==> src/rtl/shift_reservation_station.sv <==
// rtl/shift_reservation_station.sv - collapsing, age-ordered reservation station for the shift unit
module shift_reservation_station #(
  parameter int ROBsize    = 16,
  parameter int ROBsizeLog = $clog2(ROBsize + 1),
  parameter int RSsize     = 4
) (
  input  logic                  clk_i,
  input  logic                  reset_i,
  input  logic                  flush_i,
  input  logic                  dispatchValid_i,
  input  logic [9:0]            dispatchCommands_i,
  input  logic [ROBsizeLog-1:0] dispatchTag_i,
  input  logic [63:0]           dispatchVal1_i,
  input  logic [63:0]           dispatchVal2_i,
  input  logic                  dispatchReady1_i,
  input  logic                  dispatchReady2_i,
  input  logic [ROBsizeLog-1:0] dispatchSrcTag1_i,
  input  logic [ROBsizeLog-1:0] dispatchSrcTag2_i,
  output logic                  rsFull_o,
  input  logic                  cdbValid_i,
  input  logic [ROBsizeLog-1:0] cdbTag_i,
  input  logic [63:0]           cdbVal_i,
  output logic                  readyRS_o,
  output logic [63:0]           reservationStationVal1_o,
  output logic [63:0]           reservationStationVal2_o,
  output logic [9:0]            reservationStationCommands_o,
  output logic [ROBsizeLog-1:0] reservationStationTag_o,
  input  logic                  stallRS_i
);

  localparam int CW = $clog2(RSsize + 1);
  localparam int IW = $clog2(RSsize);

  typedef struct packed {
    logic                  valid;
    logic [9:0]            cmd;
    logic [ROBsizeLog-1:0] tag;
    logic [63:0]           val1;
    logic [63:0]           val2;
    logic                  rdy1;
    logic                  rdy2;
    logic [ROBsizeLog-1:0] src1;
    logic [ROBsizeLog-1:0] src2;
  } entry_t;

  entry_t          ent_q [RSsize];
  entry_t          ent_d [RSsize];
  entry_t          woken [RSsize+1];
  entry_t          new_ent;
  logic [CW-1:0]   count_q, count_d, count_after;
  logic            full_q;
  logic            sel_found;
  logic [IW-1:0]   sel_idx;
  logic            xfer, accept;

  // Select works purely on registered state so stallRS_i may depend on readyRS_o.
  always_comb begin
    sel_found = 1'b0;
    sel_idx   = '0;
    for (int i = 0; i < RSsize; i++) begin
      if (!sel_found && ent_q[i].valid && ent_q[i].rdy1 && ent_q[i].rdy2) begin
        sel_found = 1'b1;
        sel_idx   = IW'(i);
      end
    end
  end

  assign readyRS_o                    = sel_found;
  assign reservationStationVal1_o     = sel_found ? ent_q[sel_idx].val1 : 64'd0;
  assign reservationStationVal2_o     = sel_found ? ent_q[sel_idx].val2 : 64'd0;
  assign reservationStationCommands_o = sel_found ? ent_q[sel_idx].cmd  : 10'd0;
  assign reservationStationTag_o      = sel_found ? ent_q[sel_idx].tag  : '0;
  assign rsFull_o                     = full_q;

  assign xfer        = sel_found & ~stallRS_i;
  assign accept      = dispatchValid_i & ~full_q;
  assign count_after = count_q - CW'(xfer);
  assign count_d     = count_after + CW'(accept);

  always_comb begin
    for (int i = 0; i < RSsize; i++) begin
      woken[i] = ent_q[i];
      if (cdbValid_i && ent_q[i].valid && !ent_q[i].rdy1 && ent_q[i].src1 == cdbTag_i) begin
        woken[i].val1 = cdbVal_i;
        woken[i].rdy1 = 1'b1;
      end
      if (cdbValid_i && ent_q[i].valid && !ent_q[i].rdy2 && ent_q[i].src2 == cdbTag_i) begin
        woken[i].val2 = cdbVal_i;
        woken[i].rdy2 = 1'b1;
      end
    end
    woken[RSsize] = '0;
  end

  // Same-cycle CDB bypass for operands that arrive not ready.
  always_comb begin
    new_ent       = '0;
    new_ent.valid = 1'b1;
    new_ent.cmd   = dispatchCommands_i;
    new_ent.tag   = dispatchTag_i;
    new_ent.val1  = dispatchVal1_i;
    new_ent.val2  = dispatchVal2_i;
    new_ent.rdy1  = dispatchReady1_i;
    new_ent.rdy2  = dispatchReady2_i;
    new_ent.src1  = dispatchSrcTag1_i;
    new_ent.src2  = dispatchSrcTag2_i;
    if (!dispatchReady1_i && cdbValid_i && cdbTag_i == dispatchSrcTag1_i) begin
      new_ent.val1 = cdbVal_i;
      new_ent.rdy1 = 1'b1;
    end
    if (!dispatchReady2_i && cdbValid_i && cdbTag_i == dispatchSrcTag2_i) begin
      new_ent.val2 = cdbVal_i;
      new_ent.rdy2 = 1'b1;
    end
  end

  // Collapse above the issued slot, then append the dispatch behind the survivors.
  always_comb begin
    for (int i = 0; i < RSsize; i++) begin
      if (xfer && i >= int'(sel_idx)) ent_d[i] = woken[i+1];
      else                            ent_d[i] = woken[i];
      if (accept && CW'(i) == count_after) ent_d[i] = new_ent;
    end
  end

  always_ff @(posedge clk_i) begin
    if (reset_i || flush_i) begin
      for (int i = 0; i < RSsize; i++) ent_q[i] <= '0;
      count_q <= '0;
      full_q  <= 1'b0;
    end else begin
      for (int i = 0; i < RSsize; i++) ent_q[i] <= ent_d[i];
      count_q <= count_d;
      full_q  <= (count_d == CW'(RSsize));
    end
  end

endmodule

==> config.mk <==
export PLATFORM = sky130hd
export DESIGN_NAME = shift_reservation_station
export DESIGN_NICKNAME = d
export VERILOG_FILES = /design/src/rtl/shift_reservation_station.sv
export SDC_FILE = /design/constraint.sdc
export NUM_CORES = 2
export LEC_CHECK = 0
export ABC_AREA = 1
export CELL_PAD_IN_SITES_DETAIL_PLACEMENT = 2
export CELL_PAD_IN_SITES_GLOBAL_PLACEMENT = 2
export CORE_MARGIN = 2
export CORE_UTILIZATION = 32
export CTS_BUF_LIST = sky130_fd_sc_hd__clkbuf_8
export DETAILED_ROUTE_END_ITERATION = 10
export PLACE_DENSITY_LB_ADDON = 0.1
export SYNTH_ARGS = -nofsm -noshare
export SYNTH_HDL_FRONTEND = slang
export SYNTH_SLANG_ARGS = --single-unit
==> constraint.sdc <==
create_clock -name clk_i -period 3.2 [get_ports clk_i]
set_input_delay 0.48 -clock clk_i [delete_from_list [all_inputs] [get_ports clk_i]]
set_output_delay 0.48 -clock clk_i [all_outputs]
set_load 0.01 [all_outputs]
==> metrics.md <==
| Metric | Value |
|---|---|
| Via density | `approximately 6.2` |
| Ports | `between 300 and 400` |
| Initial antenna violation count | `6` |
| CTS tree | `built` |
| Overall power | `between 15000 and 20000 uW` |
| Post-synthesis sequential area ratio | `30.54%` |
| Top post-synthesis cells by area | `dfxtp_1 (31%), nand2_1 (19%), a21oi_1 (10%)` |
| Internal power | `between 10000 and 15000 uW` |
| Slowest Stage Delay on Critical Path | `between 0.3 and 0.4 ns` |
| Seq cells post-synth | `~630` |
| Crit-path leading delay family | `buffers and inverters` |
| Final instance count without filler cells | `8948` |
| Worst Hold Class | `in2reg` |
| Mapped Area | `around 40000 um^2` |
| Placer congestion estimate | `roughly 0.85` |
| Starting DRT DRC Count | `4842` |
| GR Overflow Total | `0` |
| Yosys top cell area share | `30.54%` |
| Antenna viol nets, final | `0` |
| Placed cell area | `between 40000 and 50000 um^2` |
| # H-tree levels | `4` |
| CTS root buf | `clkbuf_8` |
| Total core area | `about 130000 um^2` |
| Psw | `6462 uW` |
| Initial core utilization | `between 30% and 40%` |
| Largest net degree at the start of global routing | `between 100 and 150` |
| Post-route cell area | `~53000 um^2` |
| Total routed wirelength | `263800 um` |
| Average size of a mapped cell | `5.963 um^2` |
| Failing checks | `setup timing` |
| Tcrit/Tclk final | `107.5%` |
| Synth-to-layout area growth | `29.18%` |
| Fillers | `between 15000 and 20000` |
| MaxCap Viol Count | `0` |
| Leakage | `0.02167 uW` |
| Sequential Power Share | `40.3%` |
| Drt first pass iters | `5` |
| DP Wirelength | `158900 um` |
| Die Area | `131500 um^2` |
| Startpoint Class | `register` |
| First-pass GRT wire length | `376400 um` |
| Syn_nets | `roughly 7100` |
| Syn. warnings | `0` |
| WL/cell | `29.48 um` |
| Measured slew at the worst slew-check pin | `between 0.9 and 1 ns` |
| RSZ-0062 raised after global routing | `true` |
| Commonest non-fill, non-tap cell in the layout | `nand2_1` |
| Worst-path cell chain | `nand3_4, buf_4, nand3b_4, nand2_8, buf_16, buf_16, a21oi_4, o21ai_2, a21oi_2, buf_4, clkdlybuf4s15_2` |
| Setup TNS | `-16.02 ns` |
| Clk slew on worst S/H paths | `0.06 ns` |
| Fin. Hold Viols | `0` |
| Multi-input logic area | `25410 um^2` |
| Clk_lat worst skew | `a little over 0.9 ns` |
| Worst EP arrival | `slightly below 3 ns` |
| Achievable frequency | `around 290 MHz` |
| Tot GR Track Use | `37.77%` |
| Nets | `between 7000 and 8000` |
| Placed Cells | `8638` |
| Power per cell area | `approximately 370 nW/um^2` |
| FF/Latch Area | `between 10000 and 15000 um^2` |
| Clock power share | `between 40% and 50%` |
| Crit Path Max Fanout | `11` |
| Outcome | `complete, but fails checks` |
| DP Worst Slack | `-0.1397 ns` |
| Final Max Slew Viols | `0` |
| Final setup fails | `about 140` |
| Clock skew | `between 0.03 and 0.04 ns` |
| I/O Buffers | `374` |
| Area leader, netlist | `dfxtp_1` |
| Post-synthesis cell type count | `33` |
| Sinks on Clock Net | `628` |
| Mapped Cells | `just under 7000` |
| Worst IR Drop VDD | `~0.46 mV` |
| Die span in x | `362.7 um` |
| Slew margin rel. | `about 38%` |
| Chip Height | `about 360 um` |
| Most frequent cells in the layout | `nand2_1 (2046), nand3_1 (649), a21oi_1 (647), dfxtp_1 (616), nand4_1 (512)` |
| Layout cells sized above 1 | `13.94%` |
| TritonCTS buffer count | `134` |
| Worst path required time | `between 2 and 3 ns` |
| DRC | `0` |
| Buf/Inv on CP | `5` |
| Vias in the first global route | `about 58000` |
| CP endpoint kind | `output pin` |
| Switching share of power | `between 30% and 40%` |
| Via count | `around 55000` |
| Minimum clock period | `3.440 ns` |
| Clock Path Buffers | `3` |
| Crit-path slowest cell | `dfxtp_4` |
| Final WS setup | `-0.2404 ns` |
| Site row count | `approximately 130` |
| Crit path kind | `reg2out` |
| Comb pwr share | `around 15%` |
final cells by class:
| class | instances | area share (%) |
|---|---|---|
| Clock buffer | 159 | 4.115 |
| Inverter | 464 | 3.393 |
| Multi-Input combinational cell | 5196 | 47.79 |
| Sequential cell | 628 | 23.69 |
| Timing Repair inverter | 2 | 0.04706 |
| Clock inverter | 71 | 0.6871 |
| Timing Repair Buffer | 763 | 16.36 |
| Antenna cell | 3 | 0.01412 |
| Tap cell | 1662 | 3.911 |
worst register-to-register path: stages, from the launching register on:
cell	delay, ns
dfxtp_4	0.37
nand3_4	0.11
nand2_4	0.08
buf_4	0.14
buf_4	0.13
nor2_4	0.17
buf_6	0.14
nor2_4	0.04
ha_1	0.19
ha_2	0.21
xnor2_4	0.18
nand4_2	0.19
inv_8	0.12
nor2_4	0.04
buf_12	0.14
nand2_4	0.09
buf_12	0.31
o21ai_0	0.26
a21oi_1	0.22
registers in the layout (all words and copies together) (netlist names):
signal and cells:
rsFull_o 1, ent_q 624, count_q 3
layer usage:
metal / up-vias / GRT usage, % / wire length (um)
met5: - / 0 / 7
met4: 2 / 19.12 / 14190
met3: 807 / 6.531 / 20770
met2: 2596 / 61.26 / 120100
met1: 28000 / 48.09 / 108700
li1: 23850 / - / -
cells in the mapped netlist:
cell type and instances:
nand4_2 3, clkbuf_1 242, nor3_1 8, or2_2 5
buf_4 17, nor2_1 331, inv_1 456, inv_2 7
nand2_1 2049, nand3_1 660, a21oi_1 837, nand3_2 2
clkbuf_2 1, nand3b_4 1, nor3_2 1, ha_1 3
clkinv_1 1, nor2_2 2, o21ai_1 120, nand4_1 512
xnor2_4 1, o22ai_1 9, buf_1 51, o21ai_0 576
xor2_1 22, nor2_4 5, a31oi_1 21, nand2_4 1
buf_2 292, o221ai_1 22, buf_6 12, nand2_2 5
dfxtp_1 628
final timing paths:
| kind | from | endpoint | slack, ns | cells past startpoint |
|---|---|---|---|---|
| setup / recovery | ent_q[2][10] | reservationStationVal2_o[43] | -0.24 | 11 |
| hold / removal | dispatchTag_i[3] | ent_q[3][143] | 0.19 | 3 |
| setup reg to reg | ent_q[2][10] | ent_q[0][14] | -0.02 | 18 |
| hold reg to reg | ent_q[2][154] | ent_q[2][154] | 0.49 | 2 |
power groups by stage:
stage | logic (uW) | registers (uW) | clock network, uW
floorplan | 1330 | 8170 | 0
global placement | 2800 | 8180 | 0
detailed placement | 2860 | 8190 | 0
CTS | 2890 | 8020 | 8960
global route | 3130 | 8040 | 9340
finish | 3010 | 8030 | 8900
stage by stage:
step           hold WS (ns)  utilization [%]
5_1_grt              0.1779            41.64
2_1_floorplan        0.4531                -
4_1_cts              0.1325            40.63
3_3_place_gp         0.4644            38.16
6_report             0.1901            41.65
3_5_place_dp         0.4761            38.16
cells by family (layout without fill, tap and decap cells):
group                    count (synthesis)  count (layout)  share of synthesized area (%)
adder cells (fa/ha/maj)                  3               3                        0.09120
other                                    0               3                              0
buffers and inverters                 1079            1459                          11.10
AO/OA/AOI/OAI                         1585            1585                          19.56
XOR/XNOR                                23              23                         0.5350
flip-flops                             628             628                          30.54
AND/OR/NAND/NOR                       3585            3585                          38.17
repair_timing:
| action | in CTS | in global routing |
|---|---|---|
| setup buffers | 20 | 32 |
| hold buffers | 0 | 0 |
| cloned | 10 | 20 |
| resized for setup | 580 | 473 |
| pin swaps | 69 | 86 |
| setup endpoints to repair | 144 | 283 |
No activity file was read; power rests on OpenSTA's default activity.
